### src/rtl/cnna_pkg.sv
// Shared definitions for the ibuf read/drain engine.
// FSM encodings and skid buffer depth.
package cnna_pkg;

  typedef enum logic [1:0] {
    ST_IDLE  = 2'd0,
    ST_RUN   = 2'd1,
    ST_DRAIN = 2'd2
  } rd_state_e;

  localparam int SKID_DEPTH = 2;

endpackage

### src/rtl/ibuf_rd_stream_if.sv
// Valid/ready stream bundle from the ibuf reader to the main process.
// Master drives data/valid/last, slave drives ready.
interface ibuf_rd_stream_if #(
  parameter int DSIZE = 32
);
  logic [DSIZE-1:0] data;
  logic             valid;
  logic             ready;
  logic             last;

  modport master (
    output data, valid, last,
    input  ready
  );

  modport slave (
    input  data, valid, last,
    output ready
  );
endinterface

### src/rtl/ibuf_rd_stream_skid_fifo.sv
// Two-entry skid FIFO holding {last, data} words behind the RAM.
// Overflow is prevented upstream by the read credit check.
module ibuf_skid_fifo
  import cnna_pkg::*;
#(
  parameter int W = 33
) (
  input  logic         I_clk,
  input  logic         I_rst_n,
  input  logic         I_push,
  input  logic         I_pop,
  input  logic [W-1:0] I_data,
  output logic [W-1:0] O_data,
  output logic [1:0]   O_occ
);

  logic [W-1:0] mem [SKID_DEPTH];
  logic         wp_q;
  logic         rp_q;
  logic [1:0]   occ_q;

  always_ff @(posedge I_clk) begin
    if (I_push) mem[wp_q] <= I_data;
  end

  always_ff @(posedge I_clk or negedge I_rst_n) begin
    if (!I_rst_n) begin
      wp_q  <= 1'b0;
      rp_q  <= 1'b0;
      occ_q <= 2'd0;
    end else begin
      if (I_push) wp_q <= ~wp_q;
      if (I_pop)  rp_q <= ~rp_q;
      occ_q <= occ_q + {1'b0, I_push} - {1'b0, I_pop};
    end
  end

  assign O_data = mem[rp_q];
  assign O_occ  = occ_q;

endmodule

### src/rtl/ibuf_rd_stream.sv
// Sequential reader for the ibuf spram, streaming words out via valid/ready.
// Define IBUF_RD_STALL_CNT_EN to enable the backpressure stall counter.
module ibuf_rd_stream
  import cnna_pkg::*;
#(
  parameter int ASIZE = 10,
  parameter int DSIZE = 32
) (
  input  logic             I_clk,
  input  logic             I_rst_n,
  input  logic             I_start,
  input  logic [ASIZE-1:0] I_base_addr,
  input  logic [ASIZE:0]   I_len,
  output logic             O_busy,
  output logic             O_done,
  output logic [ASIZE-1:0] O_ram_addr,
  output logic             O_ram_wr,
  input  logic [DSIZE-1:0] I_ram_data,
  ibuf_rd_stream_if.master strm,
  output logic [31:0]      O_stall_cnt
);

  localparam logic [ASIZE:0] ONE_L = 1;

  rd_state_e        state_q, state_d;
  logic [ASIZE:0]   len_q;
  logic [ASIZE:0]   issued_q;
  logic [ASIZE-1:0] addr_q;
  logic             v_q, v_last_q;
  logic             r_q, r_last_q;
  logic             zdone_q;

  logic             accept, issue, zstart, drain_done;
  logic             last_iss, credit_ok;
  logic             byp, xfer, push, pop;
  logic [1:0]       occ;
  logic [DSIZE:0]   head;
  logic [2:0]       load;

  ibuf_skid_fifo #(.W(DSIZE + 1)) u_skid (
    .I_clk  (I_clk),
    .I_rst_n(I_rst_n),
    .I_push (push),
    .I_pop  (pop),
    .I_data ({r_last_q, I_ram_data}),
    .O_data (head),
    .O_occ  (occ)
  );

  // Empty buffer: the RAM output word is presented directly.
  assign byp        = (occ == 2'd0);
  assign strm.valid = !byp || r_q;
  assign strm.data  = byp ? (r_q ? I_ram_data : '0) : head[DSIZE-1:0];
  assign strm.last  = byp ? r_last_q : head[DSIZE];
  assign xfer       = strm.valid && strm.ready;
  assign pop        = xfer && !byp;
  assign push       = r_q && !(byp && strm.ready);

  // Words held or still coming, net of the beat leaving this cycle.
  assign load = {1'b0, occ} + {2'b0, v_q} + {2'b0, r_q} - {2'b0, xfer};
  assign credit_ok = (load < 3'd2);

  always_comb begin
    state_d    = state_q;
    accept     = 1'b0;
    issue      = 1'b0;
    zstart     = 1'b0;
    drain_done = 1'b0;
    unique case (state_q)
      ST_IDLE: begin
        if (I_start) begin
          if (I_len != '0) begin
            accept  = 1'b1;
            issue   = 1'b1;
            state_d = ST_RUN;
          end else begin
            zstart = 1'b1;
          end
        end
      end
      ST_RUN: begin
        if (issued_q == len_q) state_d = ST_DRAIN;
        else if (credit_ok)    issue   = 1'b1;
      end
      ST_DRAIN: begin
        if (byp && !v_q && !r_q) begin
          drain_done = 1'b1;
          state_d    = ST_IDLE;
        end
      end
      default: state_d = ST_IDLE;
    endcase
  end

  assign last_iss = accept ? (I_len == ONE_L)
                           : (issued_q + ONE_L == len_q);

  always_ff @(posedge I_clk or negedge I_rst_n) begin
    if (!I_rst_n) begin
      state_q  <= ST_IDLE;
      len_q    <= '0;
      issued_q <= '0;
      addr_q   <= '0;
      v_q      <= 1'b0;
      v_last_q <= 1'b0;
      r_q      <= 1'b0;
      r_last_q <= 1'b0;
      zdone_q  <= 1'b0;
    end else begin
      state_q  <= state_d;
      zdone_q  <= zstart;
      v_q      <= issue;
      v_last_q <= issue && last_iss;
      r_q      <= v_q;
      r_last_q <= v_last_q;
      if (accept) begin
        len_q    <= I_len;
        issued_q <= ONE_L;
        addr_q   <= I_base_addr;
      end else if (issue) begin
        issued_q <= issued_q + ONE_L;
        addr_q   <= addr_q + ASIZE'(1);
      end
    end
  end

  assign O_busy     = (state_q != ST_IDLE);
  assign O_done     = drain_done || zdone_q;
  assign O_ram_addr = addr_q;
  assign O_ram_wr   = 1'b0;

`ifdef IBUF_RD_STALL_CNT_EN
  logic [31:0] stall_q;

  always_ff @(posedge I_clk or negedge I_rst_n) begin
    if (!I_rst_n) begin
      stall_q <= '0;
    end else if (accept) begin
      stall_q <= '0;
    end else if (strm.valid && !strm.ready && (stall_q != '1)) begin
      stall_q <= stall_q + 32'd1;
    end
  end

  assign O_stall_cnt = stall_q;
`else
  assign O_stall_cnt = '0;
`endif

endmodule

### src/flat_wrapper.sv
// flat-port wrapper written by rule: the top's interface ports become plain ports
module ibuf_rd_stream_flat import cnna_pkg::*;
#(
  parameter int ASIZE = 10,
  parameter int DSIZE = 32
)
  (I_clk, I_rst_n, I_start, I_base_addr, I_len, O_busy, O_done, O_ram_addr, O_ram_wr, I_ram_data, O_stall_cnt, strm_data, strm_valid, strm_last, strm_ready);
  ibuf_rd_stream_if #(.DSIZE(DSIZE)) strm_i ();
  input  logic I_clk;
  input  logic I_rst_n;
  input  logic I_start;
  input  logic [ASIZE-1:0] I_base_addr;
  input  logic [ASIZE:0] I_len;
  output logic O_busy;
  output logic O_done;
  output logic [ASIZE-1:0] O_ram_addr;
  output logic O_ram_wr;
  input  logic [DSIZE-1:0] I_ram_data;
  output logic [31:0] O_stall_cnt;
  output wire logic [$bits(strm_i.data)-1:0] strm_data;
  output wire logic [$bits(strm_i.valid)-1:0] strm_valid;
  output wire logic [$bits(strm_i.last)-1:0] strm_last;
  input wire logic [$bits(strm_i.ready)-1:0] strm_ready;
  assign strm_data = strm_i.data;
  assign strm_valid = strm_i.valid;
  assign strm_last = strm_i.last;
  assign strm_i.ready = strm_ready;
  ibuf_rd_stream #(.ASIZE(ASIZE), .DSIZE(DSIZE)) u_core (.I_clk(I_clk), .I_rst_n(I_rst_n), .I_start(I_start), .I_base_addr(I_base_addr), .I_len(I_len), .O_busy(O_busy), .O_done(O_done), .O_ram_addr(O_ram_addr), .O_ram_wr(O_ram_wr), .I_ram_data(I_ram_data), .strm(strm_i), .O_stall_cnt(O_stall_cnt));
endmodule
### config.mk
export PLATFORM = sky130hd
export DESIGN_NAME = ibuf_rd_stream_flat
export DESIGN_NICKNAME = d
export VERILOG_FILES = /design/src/rtl/cnna_pkg.sv /design/src/rtl/ibuf_rd_stream_if.sv /design/src/rtl/ibuf_rd_stream_skid_fifo.sv /design/src/rtl/ibuf_rd_stream.sv /design/src/flat_wrapper.sv
export SDC_FILE = /design/constraint.sdc
export NUM_CORES = 1
export LEC_CHECK = 0
export CAP_MARGIN = 20
export CELL_PAD_IN_SITES_DETAIL_PLACEMENT = 0
export CELL_PAD_IN_SITES_GLOBAL_PLACEMENT = 1
export CORE_ASPECT_RATIO = 1.4
export CORE_MARGIN = 3
export CORE_UTILIZATION = 45
export CTS_CLUSTER_SIZE = 24
export DETAILED_ROUTE_END_ITERATION = 8
export DONT_BUFFER_PORTS = 1
export PLACE_DENSITY_LB_ADDON = 0.1
export SYNTH_ARGS = -nofsm -noshare
export SYNTH_HDL_FRONTEND = slang
export SYNTH_SLANG_ARGS = --single-unit
### constraint.sdc
create_clock -name I_clk -period 3.2 [get_ports I_clk]
set_input_delay 0.48 -clock I_clk [delete_from_list [all_inputs] [get_ports I_clk]]
set_output_delay 0.48 -clock I_clk [all_outputs]
set_load 0.1 [all_outputs]
Yosys cells after proc, flatten, opt, wreduce, memory -nomap -nowiden
Memory sizes are Yosys's and may differ from the RTL's.
Index checks and enable logic that the tools add are counted.
- register bits: 43
- latch bits: 0
- memory bits (writable): 66
- memory bits (read-only): 0
- output and inout bits: 79
- memories kept: 1
- memory list (name ; depth ; width ; rd ports ; clocked after memory_dff ; wr ports ; RTL line ; source):
    u_core.u_skid.mem ; 2 ; 33 ; 1 ; 0 ; 1 ; ibuf_rd_stream_skid_fifo.sv:17 ; logic [W-1:0] mem [SKID_DEPTH];
- $add $sub $neg: 7
- multipliers: 0
- divide/modulo/power cells: 0
- order comparisons: 1
- equal/unequal tests: 9
- shift-type cells: 0
- mux-type cells: 26
- bitwise logic cells: 2
- reductions and logical operators: 19
- operators with widths (kind ; count):
    $mux 32 ; 2
    $eq 11x11->1 ; 2
    $mux 11 ; 2
    $mux 10 ; 2
    $mux 1 ; 14
    $add 11x1->11 const B ; 1
    $eq 11x1->1 const B ; 1
    $reduce_bool 11->1 ; 1
    $add 10x1->10 const B ; 1
    $mux 2 ; 4
    $logic_and 1x1->1 ; 7
    $ne 2x1->1 const B ; 3
    $pmux 2 s3 ; 1
    $logic_not 1->1 ; 4
    $logic_not 2->1 ; 2
    $reduce_and 4->1 ; 1
    $reduce_bool 2->1 ; 2
    $add 2x1->3 ; 1
    $add 3x1->3 ; 1
    $lt 3x2->1 const B ; 1
    $sub 3x1->3 ; 1
    $add 2x1->2 ; 1
    $eq 2x1->1 const B ; 1
    $eq 2x2->1 const B ; 1
    other kinds (5) ; 7

Longest topological paths before layout
Gate-level depths: netlist of run 1.
- depth in word-level cells: 11
- depth in mapped cells: 16
- mapped depth without buffers: 12

Modules after synthesis
Synthesis of run 1 repeated with hierarchy kept, for this count alone.
- cell total of the unflattened synthesis: 515
- area total of the unflattened synthesis: 5723.0 µm²
- modules (own cells, without submodules) (module ; instances ; cells an instance ; area each (µm²)):
    ibuf_rd_stream ; 1 ; 399 ; 3002.9
    ibuf_skid_fifo ; 1 ; 116 ; 2720.1

Worst setup path before layout of run 1
No wires, ideal clock.
- path type: register -> register
- start: register u_core.u_skid.occ_q[1], in the netlist u_core.u_skid.O_occ[1]
- end: register u_core.issued_q[9]
- arrival time: 4100 ps
- required time: 3064 ps
- setup slack: -1036 ps
- stages on the path, launching flop included: 16
- period minus slack after synthesis: 4236 ps
- cell sequence: dfrtp_1 -> nor2_1 -> nand2_1 -> and2_1 -> ha_1 -> inv_1 -> ha_1 -> a21o_1 -> fa_1 -> xnor2_1 -> or2_2 -> clkbuf_1 -> clkbuf_1 -> buf_2 -> o41ai_1 -> a21oi_1
- cells in the longest elaborated chain, start to end: 10
- elaborated cells between the ends (all ways): 12
- those cells by class: add/sub (3); order compare (1); mux (3); reduce/logical (5)
- RTL lines (item ; RTL line ; source):
    start: declaration ; ibuf_rd_stream_skid_fifo.sv:20 ; logic [1:0] occ_q;
    start signal: assignment ; ibuf_rd_stream_skid_fifo.sv:34 ; occ_q <= occ_q + {1'b0, I_push} - {1'b0, I_pop};
    $logic_not 2->1 ; ibuf_rd_stream.sv:51 ; assign byp = (occ == 2'd0);
    $logic_not 1->1 ; ibuf_rd_stream.sv:52 ; assign strm.valid = !byp || r_q;
    $logic_or 1x1->1 ; ibuf_rd_stream.sv:52 ;
    net strm_valid ; flat_wrapper.sv:21 ; output wire logic [$bits(strm_i.valid)-1:0] strm_valid;
    $logic_and 1x1->1 ; ibuf_rd_stream.sv:55 ; assign xfer = strm.valid && strm.ready;
    $sub 3x1->3 ; ibuf_rd_stream.sv:60 ; assign load = {1'b0, occ} + {2'b0, v_q} + {2'b0, r_q} - {2'b0, xfer};
    $lt 3x2->1 ; ibuf_rd_stream.sv:61 ; assign credit_ok = (load < 3'd2);
    $mux 1 ; ibuf_rd_stream.sv:83 ; else if (credit_ok) issue = 1'b1;
    $mux 1 ; ibuf_rd_stream.sv:82 ; if (issued_q == len_q) state_d = ST_DRAIN;
    $pmux 1 s2 ; ibuf_rd_stream.sv:69 ; unique case (state_q)
    $reduce_bool 2->1 (no line) ; - ;
    end signal: assignment ; ibuf_rd_stream.sv:121 ; issued_q <= issued_q + ONE_L;
    end: declaration ; ibuf_rd_stream.sv:27 ; logic [ASIZE:0] issued_q;
The timed path passes the listed nets, and every way through them passes these cells.
A chain may end at the register's enable or synchronous reset.

Worst setup path after layout of run 1
- start: register u_core.u_skid.occ_q[1], in the netlist u_core.u_skid.O_occ[1]
- end: register u_core.addr_q[9], in the netlist u_core.O_ram_addr[9]
- cells in the longest elaborated chain, start to end: 10
- elaborated cells between the ends (all ways): 12
- those cells by class: add/sub (3); order compare (1); mux (3); reduce/logical (5)
- RTL lines (item ; RTL line ; source):
    branches (longest 4 deep; another with $add 2x1->3) ; - ;
    $sub 3x1->3 (*) ; ibuf_rd_stream.sv:60 ;
    $lt 3x2->1 (*) ; ibuf_rd_stream.sv:61 ;
    $mux 1 (*) ; ibuf_rd_stream.sv:83 ;
    $mux 1 (*) ; ibuf_rd_stream.sv:82 ;
    $pmux 1 s2 (*) ; ibuf_rd_stream.sv:69 ;
    $reduce_bool 2->1 (no line) (*) ; - ;
    end signal: assignment ; ibuf_rd_stream.sv:119 ; addr_q <= I_base_addr;
    end signal: assignment ; ibuf_rd_stream.sv:122 ; addr_q <= addr_q + ASIZE'(1);
    end: declaration ; ibuf_rd_stream.sv:28 ; logic [ASIZE-1:0] addr_q;
Every way passes the cells marked *.

==> impl_table.tex, run 1 <==
\begin{tabular}{lr}
\hline
Metric & Value \\
\hline
\multicolumn{2}{l}{\textbf{Finish}} \\
Layout Area Growth over Synthesis & 11.8\% \\
Fraction of final layout cells sized beyond drive strength 1 & 19.1\% \\
Ant diodes & 0 \\
Non-Filler Instances & about 650 \\
Post-layout nets & 557 \\
\multicolumn{2}{l}{\textbf{Synth}} \\
Area share of the largest cell type after synthesis & between 30\% and 40\% \\
Proportion of synthesized flip-flops having asynchronous set or reset & around two fifths \\
Synthesized instance count & between 400 and 500 \\
Main synth FF type & sky130\_fd\_sc\_hd\_\_edfxtp\_1 \\
Synth unique cells & 50 \\
Count of flip-flops with a built-in enable after synthesis & 66 \\
Cell types occupying the most area after synthesis & sky130\_fd\_sc\_hd\_\_edfxtp\_1 (36\%), sky130\_fd\_sc\_hd\_\_dfrtp\_1 (20\%), sky130\_fd\_sc\_hd\_\_mux2i\_1 (6.2\%), sky130\_fd\_sc\_hd\_\_buf\_4 (4.5\%), sky130\_fd\_sc\_hd\_\_nand3\_1 (4.5\%) \\
Number of warning messages in the yosys log & 0 \\
Mean area per synthesized cell & about 11 um2 \\
Sequential element share of the synthesized area & approximately 56\% \\
Synth area leader & sky130\_fd\_sc\_hd\_\_edfxtp\_1 \\
Most common library cells after synthesis & sky130\_fd\_sc\_hd\_\_edfxtp\_1 (66), sky130\_fd\_sc\_hd\_\_nand3\_1 (49), sky130\_fd\_sc\_hd\_\_nand2\_1 (47), sky130\_fd\_sc\_hd\_\_dfrtp\_1 (43), sky130\_fd\_sc\_hd\_\_o21ai\_0 (35) \\
Most frequently used cell type in the post-synthesis netlist & sky130\_fd\_sc\_hd\_\_edfxtp\_1 \\
Synthesized area & between 5000 and 6000 um2 \\
FF+latch count, synth & about 110 \\
\multicolumn{2}{l}{\textbf{Clocking}} \\
Maximum root-to-sink buffer count & 2 \\
Clock root cell & sky130\_fd\_sc\_hd\_\_clkbuf\_16 \\
Insertion delay to the later sink of the worst-skew pair & between 0.3 and 0.4 ns \\
CTS buffer count & 9 \\
Count of H-tree levels built during CTS & 3 \\
Clock transition at the registers of the reported paths & roughly 0.08 ns \\
Clock tree from TritonCTS & built \\
TritonCTS sink count & between 100 and 150 \\
\multicolumn{2}{l}{\textbf{Global routing}} \\
Total routing usage reported by global routing & 17.6\% \\
Total overflow reported by the global router & 0 \\
Number of global-route vias before repair & 3641 \\
Number of antenna violations at the first check in global routing & 0 \\
Largest net degree at the start of global routing & between 60 and 70 \\
Global-route wire length before repair & 18.8 mm \\
\multicolumn{2}{l}{\textbf{Setup path}} \\
Cell type group with the largest total delay on the critical path & simple AND/OR/NAND/NOR gates \\
Cell with the most instances on the worst path & sky130\_fd\_sc\_hd\_\_ha\_4 \\
Worst Path Class, Setup & reg2reg \\
Ordered cell list for the critical path & nor2\_4, nand2\_8, and2\_4, ha\_4, inv\_2, ha\_4, a21o\_1, fa\_2, xnor2\_2, or2\_2, or4\_1, a31oi\_1 \\
Cell at the slowest stage of the critical path & sky130\_fd\_sc\_hd\_\_dfrtp\_2 \\
Critical Path Sink Type & flip-flop \\
Count of buffering cells on the critical path with inverters included & 1 \\
CP startpoint kind & flip-flop \\
Critical path data arrival time & between 3 and 4 ns \\
Top fanout value on the critical path & 8 \\
Required time of the critical path & 3.47 ns \\
Largest stage delay, worst path & about 0.43 ns \\
\multicolumn{2}{l}{\textbf{Drt}} \\
Per-cell routed wire length & 18.7 um \\
Vias & around 3.6k \\
DRC & 0 \\
DRT antenna net count & 0 \\
Ratio of routed vias to standard cells & about 5.6 \\
Initial DRC count & between 100 and 150 \\
First-pass detailed-route iteration total & 4 \\
Total Wirelength & 12.0 mm \\
\multicolumn{2}{l}{\textbf{Floorplanning}} \\
Number of top-level pins & $\sim$140 \\
Placeable core area & between 10000 and 15000 um2 \\
Number of rows in the core area & between 40 and 50 \\
Die outline area & 13500 um2 \\
Starting density of the core & 46.2\% \\
Die Y & 136 um \\
DIE WIDTH & around 100 um \\
\multicolumn{2}{l}{\textbf{Timing}} \\
Fin Hold WS & 0.199 ns \\
Period utilization & a little over nine tenths \\
Highest clock rate & between 300 and 400 MHz \\
Hold Fails Final Rpt & 0 \\
Final min period & between 3 and 4 ns \\
Post-route clock skew & 0.00856 ns \\
Total setup violations reported at the end of the flow & 0 \\
Slew margin rel. & about a quarter \\
RSZ-0062 raised after global routing & false \\
Actual slew at the worst max-slew pin & about 1.1 ns \\
Count of final max-slew check failures & 0 \\
\multicolumn{2}{l}{\textbf{Min path}} \\
Tightest Hold Check Type & in2reg \\
\multicolumn{2}{l}{\textbf{Place}} \\
Final HPWL DP & 8.26 mm \\
Number of buffers inserted by port buffering & 0 \\
Routability-driven placement congestion ratio & slightly above 0.8 \\
Placed Cells incl. Taps & roughly 620 \\
\multicolumn{2}{l}{\textbf{Status}} \\
Run status & complete, no violations \\
\multicolumn{2}{l}{\textbf{Run}} \\
Total of max-cap violations & 0 \\
\hline
\end{tabular}
## flip-flops by register name, summed over array words and instances, names as in the netlist
signal               count
u_core.O_ram_addr       10
u_core.issued_q         11
u_core.len_q            11
u_core.r_last_q          1
u_core.r_q               1
u_core.state_q           2
u_core.u_skid.O_occ      2
u_core.u_skid.mem       66
u_core.u_skid.rp_q       1
u_core.u_skid.wp_q       1
u_core.v_last_q          1
u_core.v_q               1
u_core.zdone_q           1
## routing by layer
layer  up-vias  global-route usage, %  routed length (um)
met1      1750                   19.9                4590
met3        14                   2.87                 408
li1       1754                      -                   -
met4         0                   5.47                 160
met5         -                      0                   0
met2        73                   33.4                6890
## path summary, 6_finish.rpt
kind                                   startpoint                endpoint  slack (ns)  cells past startpoint
max                        u_core.u_skid.O_occ[1]    u_core.O_ram_addr[9]        0.13                     12
min                                      I_len[0]          u_core.zdone_q        0.20                      1
max reg2reg                u_core.u_skid.O_occ[1]    u_core.O_ram_addr[9]        0.13                     12
min reg2reg                       u_core.v_last_q         u_core.r_last_q        0.37                      0
max in group asynchronous                 I_rst_n  u_core.u_skid.O_occ[1]        2.34                      2
min in group asynchronous                 I_rst_n    u_core.O_ram_addr[2]        0.62                      2
## cells in the final DEF, fill, tap and decap left out, types with 7 or more instances in the layout
cell type / n
sky130_fd_sc_hd__clkbuf_16: 9
sky130_fd_sc_hd__nand2_1: 46
sky130_fd_sc_hd__mux2i_1: 34
sky130_fd_sc_hd__inv_1: 7
sky130_fd_sc_hd__dfrtp_1: 41
sky130_fd_sc_hd__nor2_1: 11
sky130_fd_sc_hd__o31ai_1: 13
sky130_fd_sc_hd__buf_4: 21
sky130_fd_sc_hd__edfxtp_1: 66
sky130_fd_sc_hd__a21oi_1: 11
sky130_fd_sc_hd__o21ai_2: 33
sky130_fd_sc_hd__or4_1: 15
sky130_fd_sc_hd__xnor2_1: 12
sky130_fd_sc_hd__a31oi_1: 8
sky130_fd_sc_hd__conb_1: 33
sky130_fd_sc_hd__xor2_1: 9
sky130_fd_sc_hd__nand3_1: 49
## what timing repair did
item                                   CTS  global route
hold buffers                             2             0
buffers inserted                         0             1
endpoints found under the hold margin   43             0
setup endpoints to repair                0             6
resized for setup                        0             0
## layout make-up
cell class                 count  area, um2
clock buffer                  10        229
tap                          147        184
fill                        1072       5710
inverter                       9       33.8
timing repair buffer          23        195
sequential                   109       3060
clock inverter                 6       77.6
multi-input combinational    341       2330
## through the flow
step                setup slack (ns)  cell area (um2)  TNS (ns)  util (%)
floorplan                     -0.297             5690     -1.78         -
global placement               0.139             5740         0      48.6
detailed placement            0.0657             5740         0      48.6
CTS                           0.0541             6090         0      51.5
global route                 0.00413             6110         0      51.7
finish                         0.132             6110         0      51.7
## kinds of logic after synthesis
family | synth area share, %
simple gates | 15.0
flops | 56.0
compound gates | 9.71
buf+inv | 7.70
mux | 6.23
xor+xnor | 3.53
fa+ha+maj | 1.74
other cells | 0.0687
Power of run 1 is not shown: default switching activity piles up to over one toggle a cycle in this logic, so the estimate is an artifact.
==> inputs of run 2 (changes only) <==
MAX_ROUTING_LAYER = met4   (was not set)
==> run 2 against run 1 <==
Cell count unchanged. Worst setup slack gained 0.0092 ns. Fmax increased by 0.30%. Die area unchanged. Count of clock-buffer cells in the layout unchanged. Design area about the same. Critical path type unchanged. Critical endpoint is now u_core.issued_q[5].
==> impl_table.tex, run 2 (synthesis results as in run 1) <==
\begin{tabular}{lr}
\hline
Metric & Value \\
\hline
\multicolumn{2}{l}{\textbf{Status}} \\
Run status & complete, no violations \\
\multicolumn{2}{l}{\textbf{Drt}} \\
Initial DRC count & 122 (+1.7\%) \\
Ratio of routed vias to standard cells & 5.58 (+0.25\%) \\
DRT antenna net count & 0 (unchanged) \\
First-pass detailed-route iteration total & 4 (unchanged) \\
DRC & 0 (unchanged) \\
Per-cell routed wire length & 18.6 um (-0.34\%) \\
Total Wirelength & 12.0 mm (-0.34\%) \\
Vias & 3600 (+0.25\%) \\
\multicolumn{2}{l}{\textbf{Floorplanning}} \\
DIE WIDTH & 99.1 um (unchanged) \\
Number of rows in the core area & 47 (unchanged) \\
Starting density of the core & 46.2\% (unchanged) \\
Die Y & 136 um (unchanged) \\
Die outline area & 13500 um2 (unchanged) \\
Number of top-level pins & 136 (unchanged) \\
Placeable core area & 11800 um2 (unchanged) \\
\multicolumn{2}{l}{\textbf{Global routing}} \\
Number of antenna violations at the first check in global routing & 0 (unchanged) \\
Number of global-route vias before repair & 3661 (+0.55\%) \\
Total routing usage reported by global routing & 18.1\% (+0.48 points) \\
Largest net degree at the start of global routing & 69 (unchanged) \\
Total overflow reported by the global router & 0 (unchanged) \\
Global-route wire length before repair & 18.7 mm (-0.22\%) \\
\multicolumn{2}{l}{\textbf{Timing}} \\
Hold Fails Final Rpt & 0 (unchanged) \\
Total setup violations reported at the end of the flow & 0 (unchanged) \\
Period utilization & 95.6\% (-0.29 points) \\
Highest clock rate & 327 MHz (+0.30\%) \\
Actual slew at the worst max-slew pin & 1.14 ns (+0.0000713 ns) \\
Fin Hold WS & 0.197 ns (-0.00193 ns) \\
Post-route clock skew & 0.00817 ns (-0.000388 ns) \\
Count of final max-slew check failures & 0 (unchanged) \\
Slew margin rel. & 24.2\% (about the same) \\
RSZ-0062 raised after global routing & false \\
Final min period & 3.06 ns (-0.00919 ns) \\
\multicolumn{2}{l}{\textbf{Clocking}} \\
TritonCTS sink count & 109 (unchanged) \\
Clock transition at the registers of the reported paths & 0.08 ns (about the same) \\
CTS buffer count & 9 (unchanged) \\
Count of H-tree levels built during CTS & 3 (unchanged) \\
Clock tree from TritonCTS & built \\
Maximum root-to-sink buffer count & 2 (unchanged) \\
Insertion delay to the later sink of the worst-skew pair & 0.35 ns (about the same) \\
Clock root cell & sky130\_fd\_sc\_hd\_\_clkbuf\_16 \\
\multicolumn{2}{l}{\textbf{Setup path}} \\
Critical Path Sink Type & flip-flop \\
Critical path data arrival time & 3.32 ns (-0.02 ns) \\
Worst Path Class, Setup & reg2reg \\
Required time of the critical path & 3.47 ns (about the same) \\
CP startpoint kind & flip-flop \\
Top fanout value on the critical path & 9 (+1) \\
\multicolumn{2}{l}{\textbf{Finish}} \\
Post-layout nets & 557 (unchanged) \\
Flip-flop count of the largest register, all copies and words added & 66 (unchanged) \\
Layout Area Growth over Synthesis & 11.9\% (about the same) \\
Ant diodes & 0 (unchanged) \\
Most common library cell in the layout ignoring fill and taps & sky130\_fd\_sc\_hd\_\_edfxtp\_1 \\
Fraction of final layout cells sized beyond drive strength 1 & 19.1\% (unchanged) \\
Count of filler cells inserted in the layout & 1072 (unchanged) \\
Top library cells by usage in the layout, fill and taps aside & sky130\_fd\_sc\_hd\_\_edfxtp\_1 (66), sky130\_fd\_sc\_hd\_\_nand3\_1 (49), sky130\_fd\_sc\_hd\_\_nand2\_1 (46) \\
Largest register by flop count & u\_core.u\_skid.mem \\
Largest registers & u\_core.u\_skid.mem: 66 flops, u\_core.issued\_q: 11 flops, u\_core.len\_q: 11 flops \\
\multicolumn{2}{l}{\textbf{Place}} \\
Routability-driven placement congestion ratio & 0.845 (+1.5\%) \\
Final HPWL DP & 8.26 mm (unchanged) \\
Number of buffers inserted by port buffering & 0 (unchanged) \\
\multicolumn{2}{l}{\textbf{Min path}} \\
Tightest Hold Check Type & in2reg \\
\multicolumn{2}{l}{\textbf{Run}} \\
Total of max-cap violations & 0 (unchanged) \\
\hline
\end{tabular}
-- run 2: cell counts in the layout (fill, tap and decap cells not counted) --
No cell type changed its count.
-- run 2: path summary, 6_finish.rpt --
kind	from	to	slack, ns	cells after the start
worst max-delay path	u_core.u_skid.O_occ[1]	u_core.issued_q[5]	0.14	12
max in group asynchronous	I_rst_n	u_core.u_skid.O_occ[1]	2.34	2
worst max register to register	u_core.u_skid.O_occ[1]	u_core.issued_q[5]	0.14	12
worst min-delay path	I_len[0]	u_core.zdone_q	0.20	1
min in group asynchronous	I_rst_n	u_core.O_ram_addr[2]	0.62	2
worst min register to register	u_core.v_last_q	u_core.r_last_q	0.37	0
-- run 2: what timing repair did --
action / in CTS / in global routing
endpoints found under the hold margin: 43 / 0
hold buffers: 2 / 0
setup buffers: 0 / 1
gates resized for setup: 0 / 1
endpoints found under the setup margin: 0 / 6
-- run 2: routing by layer --
metal  vias up  wire [um]  share of wire (%)  track usage [%]
met4         0        194                1.6             6.38
li1       1756          -                  -                -
met5         -          0                  0                -
met1      1754       4540                 38             19.7
met2        71       6890                 57             33.6
met3        19        371                3.1             2.16
-- run 2: final cells by class --
class                      instances  area, um2  area share, %
tap                              147        184           3.01
multi-input combinational        341       2330           38.1
clock inverter                     6       77.6           1.27
clock buffer                      10        229           3.75
timing repair buffer              23        195           3.19
inverter                           9       33.8          0.553
sequential                       109       3060           50.1
-- run 2: through the flow --
step	utilization (%)	std cells	setup WS [ns]	area [um2]	setup TNS [ns]
finish	51.7	645	0.141	6110	0
CTS	51.5	642	0.0541	6090	0
detailed placement	48.6	624	0.0657	5740	0
floorplan	-	518	-0.297	5690	-1.78
global route	51.7	645	0.00281	6110	0
global placement	48.6	624	0.139	5740	0
-- run 2: worst max-delay path: stages (launching register included) --
cell                      delay (ns)
sky130_fd_sc_hd__dfrtp_2        0.43
sky130_fd_sc_hd__nor2_4         0.18
sky130_fd_sc_hd__nand2_8        0.05
sky130_fd_sc_hd__and2_4         0.14
sky130_fd_sc_hd__ha_4           0.26
sky130_fd_sc_hd__inv_2          0.03
sky130_fd_sc_hd__ha_4           0.19
sky130_fd_sc_hd__a21o_1         0.17
sky130_fd_sc_hd__fa_2           0.37
sky130_fd_sc_hd__xnor2_2        0.18
sky130_fd_sc_hd__or2_4          0.31
sky130_fd_sc_hd__or4_1          0.50
sky130_fd_sc_hd__a21oi_1        0.16
Power of run 2 is left out for the same reason.
==> inputs of run 3 (changes only) <==
ABC_CLOCK_PERIOD_IN_PS = 3200   (was not set)
==> results of run 3 <==
No change in the layout: final DEF, timing and power equal those of run 2.
Power of run 3 is left out for the same reason.
==> RTL change, RTL diff (config.mk and constraints of run 2) <==
Build with the macro `IBUF_RD_STALL_CNT_EN` defined.
--- a/src/rtl/ibuf_rd_stream.sv
+++ b/src/rtl/ibuf_rd_stream.sv
@@ -1,4 +1,6 @@
 // Sequential reader for the ibuf spram, streaming words out via valid/ready.
 // Define IBUF_RD_STALL_CNT_EN to enable the backpressure stall counter.
+`define IBUF_RD_STALL_CNT_EN
+
 module ibuf_rd_stream
   import cnna_pkg::*;
Behaviour: not the same (a bounded check fails within 4 cycles, from zero or initial values and one cycle with I_rst_n low).
==> RTL change against run 2 <==
Hold slack worse by 0.058 ns. Cell area is 45% higher. Largest cell class unchanged. Routed wire length is 52% higher. Sequential cell count is 32 higher. Area after synthesis is 31% higher. Worst setup slack worse by 0.11 ns. Critical path depth stayed put. Global-route usage is 3.8 points higher.
Power is not shown: default switching activity piles up to over one toggle a cycle in this logic, so the estimate is an artifact.
==> RTL change: results (changes against run 2) <==
* Clk buf depth at 2 (unchanged)
* Synth area leaders: edfxtp_1 (28%), dfrtp_1 (26%), mux2i_1 (5.0%)
* Top cells by count, synth: dfrtp_1 (75), edfxtp_1 (66), nand2_1 (66)
* Met2 Wirelength at 9493 um (+38%)
* H-tree depth at 4 (+1)
* M1 GR Usage at 25.26% (+5.5 points)
* Most used DFF post-synth: dfrtp_1
* Sequential share of the synthesized area at 53.82% (-2.2 points)
* Diodes inserted at 0 (unchanged)
* Placer congestion estimate at 0.8167 (-3.3%)
* Worst-margin pin slew at 0.9708 ns (-0.1654 ns)
* Clk_lat worst skew at 0.42 ns (+0.07 ns)
* Synth async-reset ratio at 53.19% (+14 points)
* Clock Skew at 0.01891 ns (+0.01074 ns)
* Reg-to-reg slack, setup at 0.03 ns (-0.11 ns)
* Pre-CTS setup slack at -0.04965 ns (-0.1154 ns)
* Met3 wire length at 1242 um (+230%)
* First-pass GRT wire length at 30210 um (+61%)
* Hold Path Class: input pin to register
* GRT Overall Usage at 21.91% (+3.8 points)
* Drt pass-1 iters at 4 (unchanged)
* Setup TNS Final at 0 ns (unchanged)
* Per-cell routed wire length at 18.89 um (+1.5%)
* Placed inst area at 8139 um2 (+42%)
* Status: complete, no violations
* Initial DRC Count at 385 (+220%)
* Data arrival, critical path at 3.50 ns (+0.18 ns)
* Vias in the first global route at 5940 (+62%)
* Hold Path Depth at 1 (unchanged)
* Fraction of layout instances using a drive strength above 1 at 26.27% (+7.2 points)
* Hold_sp: I_len[0]
* RR Startpoint: u_core.r_q$_DFF_PN0_
* Slowest-stage cell, CP: or4_4
* Pin count of the biggest net entering global routing at 76 (+10%)
* R2R Path End: u_core.issued_q[4]$_DFFE_PN0P_
* Reg with most FFs: u_core.u_skid.mem
* Placed Instances at 925 (+48%)
* CP Max Fanout at 5 (-4)
* Post-synth EDFFs at 66 (unchanged)
* M1 WL at 7308 um (+61%)
* Mapped Cells at 683 (+41%)
* Port Buf Inserts at 0 (unchanged)
* WHS at 0.1394 ns (-0.05788 ns)
* DP HPWL at 12120 um (+47%)
* Final nets at 821 (+47%)
* Max reg flops at 66 (unchanged)
* Yosys cell types at 56 (+12%)
* Routed WL at 18230 um (+52%)
* DRC Markers at 0 (unchanged)
* Vias at 5719 (+59%)
* Num CTS Buffers at 17 (+8)
* Met3 usage at 6.420% (+4.3 points)
* Met2 GRT Util at 36.92% (+3.3 points)
* Clk slew on worst S/H paths at 0.06 ns (-0.02 ns)
* Cell count of the worst reg-to-reg path at 12 (unchanged)
## RTL change: worst max path at each step
stage,startpoint,end,slack [ns],cells past startpoint
2_1_floorplan,u_core.u_skid.O_occ[1]$_DFF_PN0_,u_core.issued_q[9]$_DFFE_PN0P_,-0.56,13
3_3_place_gp,u_core.u_skid.O_occ[0]$_DFF_PN0_,u_core.issued_q[9]$_DFFE_PN0P_,0.03,12
3_5_place_dp,u_core.u_skid.O_occ[1]$_DFF_PN0_,u_core.issued_q[8]$_DFFE_PN0P_,-0.05,12
4_1_cts,u_core.u_skid.O_occ[1]$_DFF_PN0_,u_core.issued_q[4]$_DFFE_PN0P_,0.00004,12
5_1_grt,u_core.r_q$_DFF_PN0_,u_core.issued_q[4]$_DFFE_PN0P_,-0.10,12
6_report,u_core.r_q$_DFF_PN0_,u_core.issued_q[4]$_DFFE_PN0P_,0.03,12
## RTL change: kinds of logic after synthesis
group / count (synthesis) / synth area share [%]
muxes: 37 / 5.183
adders and majority gates: 8 / 1.501
and+or+nand+nor: 264 / 20.59
other: 1 / 0.05231
buffers and inverters: 63 / 3.805
DFF: 141 / 53.82
xor gates and xnor gates: 23 / 2.810
AOI/OAI and AO/OA: 146 / 12.23
## RTL change: area by class of cell
type / instances / area [um2]
Inverter: 17 / 67.56
Timing Repair Buffer: 97 / 763.2
Sequential cell: 141 / 3861
Clock inverter: 15 / 127.6
Tap cell: 196 / 245.2
Fill cell: 1353 / 6774
Multi-Input combinational cell: 482 / 3343
Clock buffer: 17 / 425.4
## RTL change: what timing repair did
action	CTS	global route
gates resized for setup	10	1
buffers inserted	2	1
cloned	3	0
setup endpoints to repair	11	16
hold buffers	2	0
pin swaps	4	2
endpoints found under the hold margin	75	0
